[config.mk]
export PLATFORM = sky130hd
export DESIGN_NAME = register_rename_unit
export DESIGN_NICKNAME = d
export VERILOG_FILES = /design/src/rtl/register_rename_unit.sv
export SDC_FILE = /design/constraint.sdc
export NUM_CORES = 1
export LEC_CHECK = 0
export ABC_AREA = 0
export BUFFER_PORTS_ARGS = -buffer_cell sky130_fd_sc_hd__buf_4
export CAP_MARGIN = 25
export CORE_MARGIN = 5
export CORE_UTILIZATION = 50
export CTS_CLUSTER_SIZE = 30
export DETAILED_ROUTE_END_ITERATION = 8
export MAX_ROUTING_LAYER = met4
export PLACE_DENSITY = 0.72
export SYNTH_ARGS = -nofsm -noshare
export SYNTH_HDL_FRONTEND = slang
export SYNTH_SLANG_ARGS = --single-unit
[constraint.sdc]
create_clock -name clk -period 8.3 [get_ports clk]
set_input_delay 0 -clock clk [delete_from_list [all_inputs] [get_ports clk]]
set_output_delay 0 -clock clk [all_outputs]
set_load 0.01 [all_outputs]
[src/rtl/register_rename_unit.sv]
// register_rename_unit: speculative register alias table with a circular
// free list of physical registers and a per-physical-register ready bit.
// Optional recovery (committed map + flush restore) is built only when the
// macro RENAME_RECOVER_EN is defined; otherwise flush is ignored.
module register_rename_unit #(
    parameter  int LOG_REGS = 32,
    parameter  int PHY_REGS = 64,
    localparam int LW       = $clog2(LOG_REGS),
    localparam int PW       = $clog2(PHY_REGS),
    localparam int FD       = PHY_REGS - LOG_REGS
) (
    input  logic          clk,
    input  logic          rst_n,
    input  logic          ren_valid,
    input  logic          ren_uses_rw,
    input  logic [LW-1:0] rs_addr,
    input  logic [LW-1:0] rt_addr,
    input  logic [LW-1:0] rw_addr,
    output logic          ren_stall,
    output logic [PW-1:0] rs_phy,
    output logic [PW-1:0] rt_phy,
    output logic          rs_ready,
    output logic          rt_ready,
    output logic [PW-1:0] rw_phy,
    output logic [PW-1:0] rw_old_phy,
    input  logic          wb_valid,
    input  logic [PW-1:0] wb_phy,
    input  logic          commit_valid,
    input  logic [LW-1:0] commit_log,
    input  logic [PW-1:0] commit_new_phy,
    input  logic [PW-1:0] commit_old_phy,
    input  logic          flush
);

    localparam int FPW = (FD > 1) ? $clog2(FD) : 1;
    localparam int CW  = $clog2(FD + 1);
    localparam logic [CW-1:0]  CNT_FULL = CW'(FD);
    localparam logic [FPW-1:0] PTR_LAST = FPW'(FD - 1);

    logic [PW-1:0]       r_map [LOG_REGS];
    logic [PHY_REGS-1:0] r_ready;
    logic [PW-1:0]       r_fl [FD];
    logic [FPW-1:0]      r_head;
    logic [FPW-1:0]      r_tail;
    logic [CW-1:0]       r_count;

    logic [PW-1:0]  w_alloc;
    logic [PW-1:0]  w_rs_phy;
    logic [PW-1:0]  w_rt_phy;
    logic           w_stall;
    logic           w_fire;
    logic           w_push;
    logic           w_restore;
    logic [FPW-1:0] w_head_inc;
    logic [FPW-1:0] w_tail_inc;
    logic [FPW-1:0] w_tail_next;

`ifdef RENAME_RECOVER_EN
    logic [PW-1:0] r_cmap [LOG_REGS];
    logic [PW-1:0] w_cmap_next [LOG_REGS];

    // Committed map after this cycle's commit; a same-cycle flush restores from this.
    for (genvar gi = 0; gi < LOG_REGS; gi++) begin : g_cmap_next
        assign w_cmap_next[gi] = (commit_valid && (commit_log == LW'(gi)) && (gi != 0))
                                 ? commit_new_phy : r_cmap[gi];
    end

    // Committed (architectural) map, updated in retirement order.
    always_ff @(posedge clk or negedge rst_n) begin
        if (!rst_n) begin
            for (int i = 0; i < LOG_REGS; i++) r_cmap[i] <= PW'(i);
        end else begin
            for (int i = 0; i < LOG_REGS; i++) r_cmap[i] <= w_cmap_next[i];
        end
    end

    assign w_restore = flush;
`else
    // Without recovery, flush and the new-mapping half of commit carry no meaning.
    logic w_unused;
    assign w_unused  = ^{flush, commit_log, commit_new_phy};
    assign w_restore = 1'b0;
`endif

    // Allocation, stall and free-list push decisions.
    assign w_alloc = r_fl[r_head];
    assign w_stall = ren_valid && ren_uses_rw && (r_count == '0);
    assign w_fire  = ren_valid && ren_uses_rw && (rw_addr != '0) && !w_stall && !w_restore;
    // A push into a full list is dropped unless a same-cycle fire makes room.
    assign w_push  = commit_valid && (commit_old_phy != '0) && ((r_count != CNT_FULL) || w_fire);

    assign w_head_inc  = (r_head == PTR_LAST) ? '0 : r_head + FPW'(1);
    assign w_tail_inc  = (r_tail == PTR_LAST) ? '0 : r_tail + FPW'(1);
    assign w_tail_next = w_push ? w_tail_inc : r_tail;

    // Source lookups see the map as it stood before this cycle's rename.
    assign w_rs_phy   = (rs_addr == '0) ? '0 : r_map[rs_addr];
    assign w_rt_phy   = (rt_addr == '0) ? '0 : r_map[rt_addr];
    assign rs_phy     = w_rs_phy;
    assign rt_phy     = w_rt_phy;
    assign rs_ready   = (rs_addr == '0) || r_ready[w_rs_phy] || (wb_valid && (wb_phy == w_rs_phy));
    assign rt_ready   = (rt_addr == '0) || r_ready[w_rt_phy] || (wb_valid && (wb_phy == w_rt_phy));
    assign rw_phy     = w_alloc;
    assign rw_old_phy = (rw_addr == '0) ? '0 : r_map[rw_addr];
    assign ren_stall  = w_stall;

    // Free-list pointers and occupancy; a flush rewinds head onto the post-commit tail.
    always_ff @(posedge clk or negedge rst_n) begin
        if (!rst_n) begin
            r_head  <= '0;
            r_tail  <= '0;
            r_count <= CNT_FULL;
        end else begin
            r_tail <= w_tail_next;
            if (w_restore) begin
                r_head  <= w_tail_next;
                r_count <= CNT_FULL;
            end else begin
                if (w_fire) r_head <= w_head_inc;
                case ({w_fire, w_push})
                    2'b10:   r_count <= r_count - CW'(1);
                    2'b01:   r_count <= r_count + CW'(1);
                    default: r_count <= r_count;
                endcase
            end
        end
    end

    // Free-list storage: retired physical registers are written at the tail.
    always_ff @(posedge clk or negedge rst_n) begin
        if (!rst_n) begin
            for (int k = 0; k < FD; k++) r_fl[k] <= PW'(LOG_REGS + k);
        end else if (w_push) begin
            r_fl[r_tail] <= commit_old_phy;
        end
    end

    // Speculative map: identity at reset, new allocation on fire, committed copy on flush.
    always_ff @(posedge clk or negedge rst_n) begin
        if (!rst_n) begin
            for (int i = 0; i < LOG_REGS; i++) r_map[i] <= PW'(i);
        end else if (w_restore) begin
`ifdef RENAME_RECOVER_EN
            for (int i = 0; i < LOG_REGS; i++) r_map[i] <= w_cmap_next[i];
`endif
        end else if (w_fire) begin
            r_map[rw_addr] <= w_alloc;
        end
    end

    // Ready bits: writeback sets, allocation clears (clear listed last so it wins).
    always_ff @(posedge clk or negedge rst_n) begin
        if (!rst_n) begin
            r_ready <= '1;
        end else if (w_restore) begin
            r_ready <= '1;
        end else begin
            if (wb_valid) r_ready[wb_phy] <= 1'b1;
            if (w_fire)   r_ready[w_alloc] <= 1'b0;
        end
    end

endmodule

* After elaboration in Yosys (flattened, before gate mapping) *
Cells that the tools add are included.
W data, S select, Z words.

storage, ports and cells
  bits of input ports = 45
  register bits = 464
  output and inout bits = 27
  word-level logic and storage cells = 159

operators by class
  $lt $le $gt $ge = 13
  bitwise logic cells = 8
  reduce and logical (&&, ||, !) cells = 25
  add/subtract/negate cells = 4
  eq/ne operators = 7
  muxes and demuxes = 34

operators with widths
  cell                   number
  $bwmux W192            2
  $mux W64               2
  $bmux W6 S5            4
  $mux W6                13
  $and A64 B64 Y64       1
  $not A64 Y64           1
  $or A64 B64 Y64        1
  $demux W6 S5           2
  $ge A6 B6 Y1 const B   5
  $not A5 Y6             5
  $lt A6 B7 Y1 const B   4
  $logic_not A5 Y1       3
  $bmux W1 S6            2
  $demux W1 S6           2
  $eq A6 B6 Y1           2
  $ge A6 B1 Y1 const B   2
  $logic_and A1 B1 Y1    12
  $lt A6 B1 Y1 const B   2
  $pmux W6 S2            1
  $add A5 B1 Y5 const B  2
  $eq A5 B5 Y1 const B   2
  $mux W5                2
  $add A6 B1 Y6 const B  1
  $logic_not A6 Y1       1
  other kinds (10)       17

* Depth between registers and ports, before layout *
Gate-level depths: netlist of the first run.

  depth in word-level cells = 11
  gate-level depth with buffers = 16
  gate-level depth less buffers = 15

* Least setup slack after synthesis of the first run *
Ideal clock, no wire load.

  path type = reg2reg
  start = register r_count[0]
  end = register r_count[5]
  slack = 5,171 ps
  library setup time = 83 ps
  period minus slack after synthesis = 3,129 ps
  arrival time = 3,046 ps
  cell stages (with the launch flop) = 16
  path through = dfrtp_1 -> or4_1 -> nor3_1 -> nor2_1 -> clkbuf_1 -> clkinv_1 -> ha_1 -> inv_1 -> ha_1 -> a21o_1 -> a21oi_1 -> o21bai_1 -> a21oi_1 -> xnor2_1 -> nor2_1 -> xor2_1

between the ends
  longest elaborated chain between the ends = 8

RTL lines
  what                                               RTL line  text
  start: declaration                                 45        logic [CW-1:0] r_count;
  start signal: assignment                           121       2'b10: r_count <= r_count - CW'(1);
  start signal: assignment                           122       2'b01: r_count <= r_count + CW'(1);
  start signal: assignment                           123       default: r_count <= r_count;
  $logic_not A6 Y1                                   87        assign w_stall = ren_valid && ren_uses_rw && (r_count == '0);
  $logic_and A1 B1 Y1                                87
  $logic_not A1 Y1                                   88        assign w_fire = ren_valid && ren_uses_rw && (rw_addr != '0) && !w_stall && !w_restore;
  $logic_and A1 B1 Y1                                88
  $logic_or A1 B1 Y1                                 90        assign w_push = commit_valid && (commit_old_phy != '0) && ((r_count != CNT_FULL) || w_fire);
  $logic_and A1 B1 Y1                                90
  $eq A2 B1 Y1 or $eq A2 B2 Y1 (tied branches)       120       case ({w_fire, w_push})
  $pmux W6 S2 or $reduce_bool A2 Y1 (tied branches)  -

Several ways; a longest one is shown, not always the timed one.
A chain may end at the register's enable or synchronous reset.

* Worst setup path after layout of the first run *
  start = input rs_addr[0]
  end = output rs_ready

between the ends
  longest elaborated chain between the ends = 9

RTL lines
  what                                         RTL line  text
  start: declaration                           16        input logic [LW-1:0] rs_addr,
  $not A5 Y6 (implied by the code)             97        assign w_rs_phy = (rs_addr == '0) ? '0 : r_map[rs_addr];
  $bmux W6 S5                                  97
  $mux W6 (implied by the code) (2 in series)  97
  $mux W6                                      97
  $bmux W1 S6                                  101       assign rs_ready = (rs_addr == '0) || r_ready[w_rs_phy] || (wb_valid && (wb_phy == w_rs_phy));
  $mux W1 (implied by the code)                101
  $logic_or A1 B1 Y1                           101
  $logic_or A1 B1 Y1 (*)                       101
  end: declaration                             22        output logic rs_ready,

Mark *: on every way between the ends. The rest lies on a longest branch, timed or not. The select of a mux whose other input is x is not followed.

==> qor_table.md, run 1 <==
| Group | Result | Reported |
|---|---|---|
| clock tree | Clock latency on the worst-skew pair | 620 ps |
| floorplan | Placeable core region | 0.05130 mm^2 |
| sta | Time the worst path needs with I/O delays and setup | 4488 ps |
| clock tree | Root Driver | sky130_fd_sc_hd__clkbuf_16 |
| final layout | Number of antenna cells inserted | 0 |
| floorplan | Starting density of the core | 0.5036 |
| place | Number of buffers inserted by port buffering | 59 |
| worst setup path | Capture instance of the worst register-to-register path | r_ready[16]$_DFF_PN1_ |
| sta | Number of max-slew violations in the final report | 0 |
| worst setup path | Slowest library cell on the worst path | sky130_fd_sc_hd__mux4_2 |
| synth | Library cell with the largest summed area after synthesis | sky130_fd_sc_hd__dfstp_2 |
| drt | Routed length on met1 | 27,960 um |
| sta | Highest Clock Rate | 222.8 MHz |
| synth | Number of different library cells in the post-synthesis netlist | 70 |
| pwr | Highest ir drop seen on vdd | 0.2515 mV |
| worst setup path | Maximum cell stage delay along the critical path | 630 ps |
| drt | Top layer in use | met4 |
| global route | Global-route total usage across every layer | 0.2622 |
| worst setup path | Worst setup endpoint | rs_ready |
| floorplan | Number of rows created at floorplan | 83 |
| worst setup path | Launching point of the worst reg2reg path | r_head[0]$_DFFE_PN0N_ |
| drt | Routed wl met2 | 35,140 um |
| drt | Number of optimization iterations in the first detailed-route pass | 8 |
| final layout | Filler cells | 4,171 |
| sta | RSZ-0062 raised after global routing | no |
| global route | Maximum number of pins on one net before global-route repair | 175 |
| worst setup path | Setup Crit Path Kind | in -> out |
| sta | Final hold vios | 0 |
| worst setup path | Crit path arrival time | 4490 ps |
| clock tree | Total number of H-tree levels | 2 |
| synth | EDFF count, synth | 0 |
| clock tree | TritonCTS clock tree | built |
| hold path | Classification of the worst-slack hold path | in -> reg |
| clock tree | Post-CTS Setup Inserts | 0 |
| floorplan | Total Die Area | 0.05632 mm^2 |
| global route | Leftover overflow at the end of global routing | 0 |
| worst setup path | Start point of the critical path | rs_addr[0] |
| floorplan | Number of primary I/O pins | 72 |
| worst setup path | Startpoint type of the worst setup path | input port |
| sta | Number of setup violations in the final report | 0 |
| clock tree | TritonCTS buffer count | 51 |
| synth | Post-Synthesis Cell Area | 0.02583 mm^2 |
| worst setup path | CP Data Required Time | 8300 ps |
| worst setup path | Worst setup slack for register-to-register paths | 4240 ps |
| global route | Wire length of the first global-routing pass | 113,000 um |
| pwr | Reported leakage power | 11.84 nW |
| worst setup path | CP endpoint kind | primary output |
| global route | Initial antenna violation count | 0 |
| outcome | Result of the run | complete, no violations |
| synth | Share of the synthesized area in the top cell type | 0.2614 |
| sta | Relative slew slack | 0.2642 |
| synth | Synth Flop Type | sky130_fd_sc_hd__dfstp_2 |
| final layout | Final core utilization | 0.5620 |
| drt | Met3 wire len | 5904 um |
| sta | Measured slew at the worst slew-check pin | 1100 ps |
| drt | Routed via count divided by cell count | 6.505 |
| worst setup path | Logic depth of the worst register-to-register path | 8 |
| floorplan | Chip width | 237.3 um |
| clock tree | Clock transition at path regs | 60 ps |
| synth | Synth top area cells | sky130_fd_sc_hd__dfstp_2 (26%), sky130_fd_sc_hd__dfrtp_1 (20%), sky130_fd_sc_hd__mux4_2 (18%) |
| drt | Final wirelength | 72,170 um |
| synth | Post-synthesis average cell area | 12.08 um^2 |
| job | Max-capacitance violation count | 0 |
| final layout | Final #Nets | 2,196 |
| final layout | Area growth syn-to-layout | 11.60% |
| worst setup path | Cell Chain, Critical Path | buf_4 > buf_4 > mux4_2 > mux2i_1 > a22oi_1 > nand3_1 > clkinv_1 > mux2i_1 > mux2i_1 > a311oi_1 > nand4_1 > o21ai_0 > buf_4 |
| worst setup path | Worst-path maximum fanout | 24 |
| drt | Total via count in the routed design | 18,603 |
| sta | Post-route setup TNS | 0 ps |
| clock tree | Number of hold-repair buffers added at the cts stage | 22 |
| drt | Initial detailed-routing violation count | 2,158 |
| global route | Number of global-route vias before repair | 19,075 |
| clock tree | Post-CTS Resized | 0 |
| synth | Synth Warn # | 0 |
| sta | Clk_skew | 27.79 ps |
| final layout | Share of layout cells above drive strength 1 | 0.4078 |
| synth | Cell count after synthesis | 2,139 |
| drt | Count of nets left with antenna violations after detail routing | 0 |
| place | Gpl congestion | 0.9455 |
| clock tree | Clock Tree Buf Depth | 3 |
| synth | Share of the yosys chip area belonging to registers | 0.4619 |
| place | Dpl hpwl | 46,290 um |
| drt | Post-detailed-route wirelength per cell | 25.23 um |
| sta | Final period util | 0.5407 |
| synth | Syn nets | 2,197 |
| clock tree | Number of clock sinks | 464 |
| pwr | Cell Pwr Density | 342.6 mW/mm^2 |
| synth | Asr flop ratio synth | 1.000 |
| drt | DRC | 0 |
| floorplan | Die outline height | 237.3 um |
| synth | Synthesis-stage register bit count | 464 |
## state kept, by name, indices dropped and copies added, names as in the netlist
register	count
r_ready	64
r_count	6
r_map	192
r_head	5
r_fl	192
r_tail	5
## logic make-up (layout without fill, tap and decap cells)
kind of cell | after synthesis | in the layout | share of synthesized area
AOI/OAI and AO/OA | 410 | 410 | 0.08679
muxes | 543 | 543 | 0.3216
xor gates and xnor gates | 17 | 17 | 0.005763
adders and majority gates | 13 | 13 | 0.006586
and+or+nand+nor | 494 | 494 | 0.08490
buffers and inverters | 198 | 239 | 0.03245
DFF | 464 | 464 | 0.4619
## stage by stage
step | cells | total power [mW] | worst slack (ps) | hold slack (ps) | area, um^2
after floorplan | 2139 | 6.238 | 5171 | -295.6 | 25830
after global placement | 2731 | 7.250 | 4011 | 3.622 | 26700
after detailed placement | 2735 | 7.446 | 3985 | 13.99 | 26750
after CTS | 2852 | 9.864 | 3903 | 31.57 | 28730
after global routing | 2860 | 10.36 | 3604 | 89.98 | 28830
final | 2860 | 9.876 | 3812 | 51.86 | 28830
## worst max-delay path, delay by kind of cell
family / cells / cell delay (ps)
buffers and inverters: 4 / 1670
and+or+nand+nor: 2 / 720
muxes: 4 / 1210
AOI/OAI and AO/OA: 3 / 840
## layer usage
layer  track usage  vias to the layer above
met2        0.4149                      931
met5             -                        -
met4        0.1039                        0
met3       0.04304                      221
met1        0.3428                     9514
li1              -                     7937
## cells in the mapped netlist, drive strengths merged, types with 7 or more instances
library cell / n
dfrtp: 207
nand2: 115
clkbuf: 123
nor3b: 8
dfstp: 257
mux2: 224
mux2i: 113
inv: 23
nand3: 21
o21ai: 39
ha: 12
nand3b: 9
nor2: 255
nand2b: 11
o22ai: 8
a21oi: 306
nor2b: 9
buf: 49
nor3: 23
mux4: 206
xor2: 7
xnor2: 10
## cell usage in the layout, fill, tap and decap left out, types with 5 or more instances in the layout
cell	netlist	final
sky130_fd_sc_hd__nand2b_1	11	11
sky130_fd_sc_hd__clkbuf_16	0	51
sky130_fd_sc_hd__and3b_1	6	6
sky130_fd_sc_hd__mux2_2	222	222
sky130_fd_sc_hd__nor4_1	5	5
sky130_fd_sc_hd__clkbuf_1	123	14
sky130_fd_sc_hd__mux4_2	206	206
sky130_fd_sc_hd__xor2_1	7	7
sky130_fd_sc_hd__o31ai_1	5	5
sky130_fd_sc_hd__clkinv_2	0	7
sky130_fd_sc_hd__nor2_1	254	254
sky130_fd_sc_hd__clkbuf_8	0	13
sky130_fd_sc_hd__o21ai_0	38	38
sky130_fd_sc_hd__dfrtp_1	207	205
sky130_fd_sc_hd__a21oi_1	305	305
sky130_fd_sc_hd__nand3_1	20	20
sky130_fd_sc_hd__inv_1	22	22
sky130_fd_sc_hd__a21o_1	5	5
sky130_fd_sc_hd__and2_1	6	6
sky130_fd_sc_hd__bufinv_16	0	5
sky130_fd_sc_hd__nor2b_1	9	9
sky130_fd_sc_hd__mux2i_1	111	107
sky130_fd_sc_hd__mux2i_4	1	6
sky130_fd_sc_hd__nand2_1	115	115
sky130_fd_sc_hd__xnor2_1	10	10
sky130_fd_sc_hd__buf_4	7	87
sky130_fd_sc_hd__nor3_2	3	8
sky130_fd_sc_hd__and3_1	6	6
sky130_fd_sc_hd__ha_1	12	12
sky130_fd_sc_hd__a31oi_1	6	6
sky130_fd_sc_hd__o22ai_1	8	8
sky130_fd_sc_hd__nor3_1	20	15
sky130_fd_sc_hd__dlygate4sd3_1	0	22
sky130_fd_sc_hd__nand3b_1	9	9
sky130_fd_sc_hd__nor3b_1	8	8
sky130_fd_sc_hd__a211oi_1	5	5
sky130_fd_sc_hd__nand4_1	6	6
sky130_fd_sc_hd__dfstp_2	257	257
## cell type report
cell class	count	area (um^2)	share of cell area
clock buffers	78	1508	0.05229
well taps	680	850.8	0.02951
multi-input cells	1477	13170	0.4567
clock inverters	17	250.2	0.008679
inverters	26	97.59	0.003385
repair buffers	118	1021	0.03541
flip-flops and latches	464	11940	0.4141
## power by group
part / internal, mW / switching (mW)
combinational: 1.67 / 1.89
clock: 1.41 / 0.965
sequential: 3.32 / 0.620
## worst min path at each step
stage                             from                     end  slack [ps]  cells after the start
after detailed placement         rst_n   r_fl[124]$_DFFE_PN0P_          10                      1
after global placement           rst_n   r_fl[130]$_DFFE_PN0P_           4                      1
after floorplan                  rst_n  r_count[0]$_DFFE_PN0P_        -300                      0
final                     commit_valid   r_tail[0]$_DFFE_PN0P_          50                      4
after CTS                   rw_addr[4]  r_map[156]$_DFFE_PN1P_          30                      4
after global routing        rw_addr[4]  r_map[150]$_DFFE_PN0P_          90                      4
Note: power is estimated with default switching activity, not from simulation.
==> inputs of run 2 (changes only) <==
==> constraint.sdc (replaced) <==
create_clock -name clk -period 4.32 [get_ports clk]
set_input_delay 0 -clock clk [delete_from_list [all_inputs] [get_ports clk]]
set_output_delay 0 -clock clk [all_outputs]
set_load 0.01 [all_outputs]
==> run 2 against run 1 <==
Power rose by 92%; critical endpoint unchanged; clock power rose by 94%; critical path type is now reg -> out; setup slack got worse by 3700 ps.
==> qor_table.md, run 2 (same netlist as run 1, synthesis figures left out) <==
| Group | Result | Reported | Delta |
|---|---|---|---|
| global route | Maximum number of pins on one net before global-route repair | 131 | -25% |
| sta | Clk_skew | 23.65 ps | -4.148 ps |
| sta | Relative slew slack | 0.2336 | -0.03064 |
| final layout | Share of layout cells above drive strength 1 | 0.4132 | +0.005414 |
| sta | Measured slew at the worst slew-check pin | 1141 ps | +41.25 ps |
| sta | Number of max-slew violations in the final report | 0 | unchanged |
| pwr | Switching power | 6.614 mW | +90% |
| pwr | Switching part of the total power | 0.3484 | -0.003567 |
| pwr | Cell Pwr Density | 655.5 mW/mm^2 | +91% |
| clock tree | Number of clock sinks | 464 | unchanged |
| drt | DRC | 0 | unchanged |
| worst setup path | Capture instance of the worst register-to-register path | r_ready[49]$_DFF_PN1_ |  |
| worst setup path | Logic depth of the worst register-to-register path | 7 | -1 |
| final layout | Area growth syn-to-layout | 12.10% |  |
| floorplan | Chip width | 237.3 um | unchanged |
| worst setup path | Setup Crit Path Kind | reg -> out |  |
| final layout | Biggest registers after layout | r_fl (192), r_map (192), r_ready (64) |  |
| clock tree | Clock Tree Buf Depth | 3 | unchanged |
| clock tree | Clock transition at path regs | 60 ps | about the same |
| sta | Post-route setup TNS | 0 ps | unchanged |
| worst setup path | CP Data Required Time | 4320 ps | -3980 ps |
| clock tree | TritonCTS buffer count | 51 | unchanged |
| clock tree | Total number of H-tree levels | 2 | unchanged |
| pwr | Part of the total power dissipated in sequential elements | 0.399 | about the same |
| final layout | Leading cell type in the layout, fill and taps excluded | sky130_fd_sc_hd__a21oi_1 |  |
| floorplan | Die outline height | 237.3 um | unchanged |
| worst setup path | Startpoint type of the worst setup path | register |  |
| final layout | Final #Nets | 2,210 | +0.64% |
| hold path | Classification of the worst-slack hold path | in -> async |  |
| sta | Final period util | 0.9645 |  |
| global route | Global-route total usage across every layer | 0.2560 | -0.006218 |
| worst setup path | Worst-path maximum fanout | 23 | -4.2% |
| place | Gpl congestion | 0.9556 | +1.1% |
| clock tree | Post-CTS Setup Inserts | 0 | unchanged |
| drt | Routed via count divided by cell count | 6.362 | -2.2% |
| drt | Total via count in the routed design | 18,290 | -1.7% |
| global route | Leftover overflow at the end of global routing | 0 | unchanged |
| global route | Wire length of the first global-routing pass | 111,300 um | -1.6% |
| sta | Number of setup violations in the final report | 0 | unchanged |
| drt | Count of nets left with antenna violations after detail routing | 0 | unchanged |
| pwr | Highest ir drop seen on vdd | 0.4801 mV | +91% |
| sta | Time the worst path needs with I/O delays and setup | 4166 ps |  |
| floorplan | Starting density of the core | 0.5036 | unchanged |
| drt | Final wirelength | 70,520 um | -2.3% |
| pwr | Clock power share | 0.243 | +0.002 |
| worst setup path | CP endpoint kind | primary output |  |
| final layout | Final core utilization | 0.5645 | +0.002512 |
| drt | Initial detailed-routing violation count | 1,900 | -12% |
| drt | Post-detailed-route wirelength per cell | 24.53 um | -2.8% |
| final layout | Most used cells in the layout excluding fill and tap cells | sky130_fd_sc_hd__a21oi_1 (305), sky130_fd_sc_hd__dfstp_2 (257), sky130_fd_sc_hd__nor2_1 (254), sky130_fd_sc_hd__mux2_2 (222), sky130_fd_sc_hd__mux4_2 (206) |  |
| pwr | Internal | 12.37 mW | +93% |
| final layout | Filler cells | 4,129 | -1.0% |
| clock tree | Clock latency on the worst-skew pair | 610 ps | about the same |
| floorplan | Total Die Area | 0.05632 mm^2 | unchanged |
| floorplan | Placeable core region | 0.05130 mm^2 | unchanged |
| sta | Final hold vios | 0 | unchanged |
| worst setup path | Worst setup slack for register-to-register paths | 790 ps | -3450 ps |
| global route | Number of global-route vias before repair | 18,623 | -2.4% |
| floorplan | Number of primary I/O pins | 72 | unchanged |
| pwr | Proportion of power drawn by combinational gates | 0.358 | -0.003 |
| clock tree | TritonCTS clock tree | built |  |
| outcome | Result of the run | complete, no violations |  |
| sta | Highest Clock Rate | 240.0 MHz |  |
| sta | RSZ-0062 raised after global routing | no |  |
| place | Dpl hpwl | 47,480 um | +2.6% |
| place | Number of buffers inserted by port buffering | 59 | unchanged |
| drt | Number of optimization iterations in the first detailed-route pass | 5 | -3 |
| final layout | Number of antenna cells inserted | 0 | unchanged |
| job | Max-capacitance violation count | 0 | unchanged |
| floorplan | Number of rows created at floorplan | 83 | unchanged |
| worst setup path | Launching point of the worst reg2reg path | r_head[0]$_DFFE_PN0N_ |  |
| worst setup path | Crit path arrival time | 4170 ps | -320 ps |
| pwr | Reported leakage power | 11.94 nW | +0.85% |
| global route | Initial antenna violation count | 0 | unchanged |
| clock tree | Root Driver | sky130_fd_sc_hd__clkbuf_16 |  |
-- run 2: cell count changes in the layout (fill, tap and decap cells not counted), moves of 2 or more --
cell                            delta
sky130_fd_sc_hd__buf_4            +16
sky130_fd_sc_hd__clkbuf_1          -5
sky130_fd_sc_hd__nor3_1            +5
sky130_fd_sc_hd__nor3_2            -5
sky130_fd_sc_hd__clkinv_2          +4
sky130_fd_sc_hd__buf_12            +3
sky130_fd_sc_hd__dlygate4sd3_1     -3
sky130_fd_sc_hd__buf_6             -2
sky130_fd_sc_hd__inv_16            -2
-- run 2: metal layers --
layer,global-route usage,vias to the layer above,part of all wire
met5,-,-,0
met4,0.09166,0,0.036
met3,0.04119,179,0.069
met2,0.4065,828,0.49
met1,0.3383,9327,0.41
li1,-,7956,-
-- run 2: power groups by stage --
stage,clock network [mW],registers (mW),logic (mW)
2_1_floorplan,0,7.06,4.93
6_report,4.61,7.57,6.80
3_5_place_dp,0,7.59,6.72
4_1_cts,4.69,7.54,6.77
3_3_place_gp,0,7.43,6.54
5_1_grt,4.87,7.75,7.30
-- run 2: worst max path at each step --
stage          cells after the start                     end  slack, ps                   start
4_1_cts                           12                rs_ready         70   r_map[24]$_DFFE_PN1P_
6_report                          12                rs_ready        150   r_map[24]$_DFFE_PN1P_
5_1_grt                           12                rt_ready         40  r_map[102]$_DFFE_PN0P_
3_5_place_dp                      15  r_count[5]$_DFFE_PN1P_        660              rw_addr[3]
3_3_place_gp                      15  r_count[5]$_DFFE_PN1P_        680              rw_addr[3]
2_1_floorplan                     15  r_count[5]$_DFFE_PN1P_       1190  r_count[0]$_DFFE_PN0P_
-- run 2: timing repair --
| action | CTS | global route |
|---|---|---|
| endpoints found under the hold margin | 300 | 0 |
| hold buffers | 19 | 0 |
| gates resized for setup | 0 | 1 |
| endpoints found under the setup margin | 0 | 1 |
-- run 2: final cells by class --
cell class	instances	area (um^2)	share of cell area
clock buffer	75	1528	0.05275
timing repair buffer	132	1126	0.03888
multi-input combinational	1477	13140	0.4539
sequential	464	11940	0.4122
tap	680	850.8	0.02938
inverter	26	97.59	0.003370
clock inverter	21	276.5	0.009548
-- run 2: worst max-delay path: stages (launching register included) --
cell and delay [ps]:
sky130_fd_sc_hd__dfstp_2 550, sky130_fd_sc_hd__mux4_2 230, sky130_fd_sc_hd__mux2i_1 110, sky130_fd_sc_hd__o221ai_1 350, sky130_fd_sc_hd__and4b_4 630, sky130_fd_sc_hd__buf_4 340
sky130_fd_sc_hd__mux2i_1 100, sky130_fd_sc_hd__mux2i_1 230, sky130_fd_sc_hd__a211oi_1 120, sky130_fd_sc_hd__a311oi_1 230, sky130_fd_sc_hd__nand4_1 120, sky130_fd_sc_hd__o21ai_0 330
sky130_fd_sc_hd__buf_4 190
-- run 2: through the flow --
| step | power, mW | worst slack [ps] | cell area (um^2) | hold slack (ps) | instances |
|---|---|---|---|---|---|
| 6_report | 18.98 | 153.5 | 28960 | 72.83 | 2875 |
| 5_1_grt | 19.92 | 37.00 | 28960 | 116.8 | 2875 |
| 4_1_cts | 19.00 | 65.63 | 28910 | 70.92 | 2869 |
| 3_5_place_dp | 14.31 | 662.8 | 26920 | 169.1 | 2754 |
| 3_3_place_gp | 13.97 | 677.5 | 26900 | 165.7 | 2752 |
| 2_1_floorplan | 11.98 | 1191 | 25830 | -295.6 | 2139 |
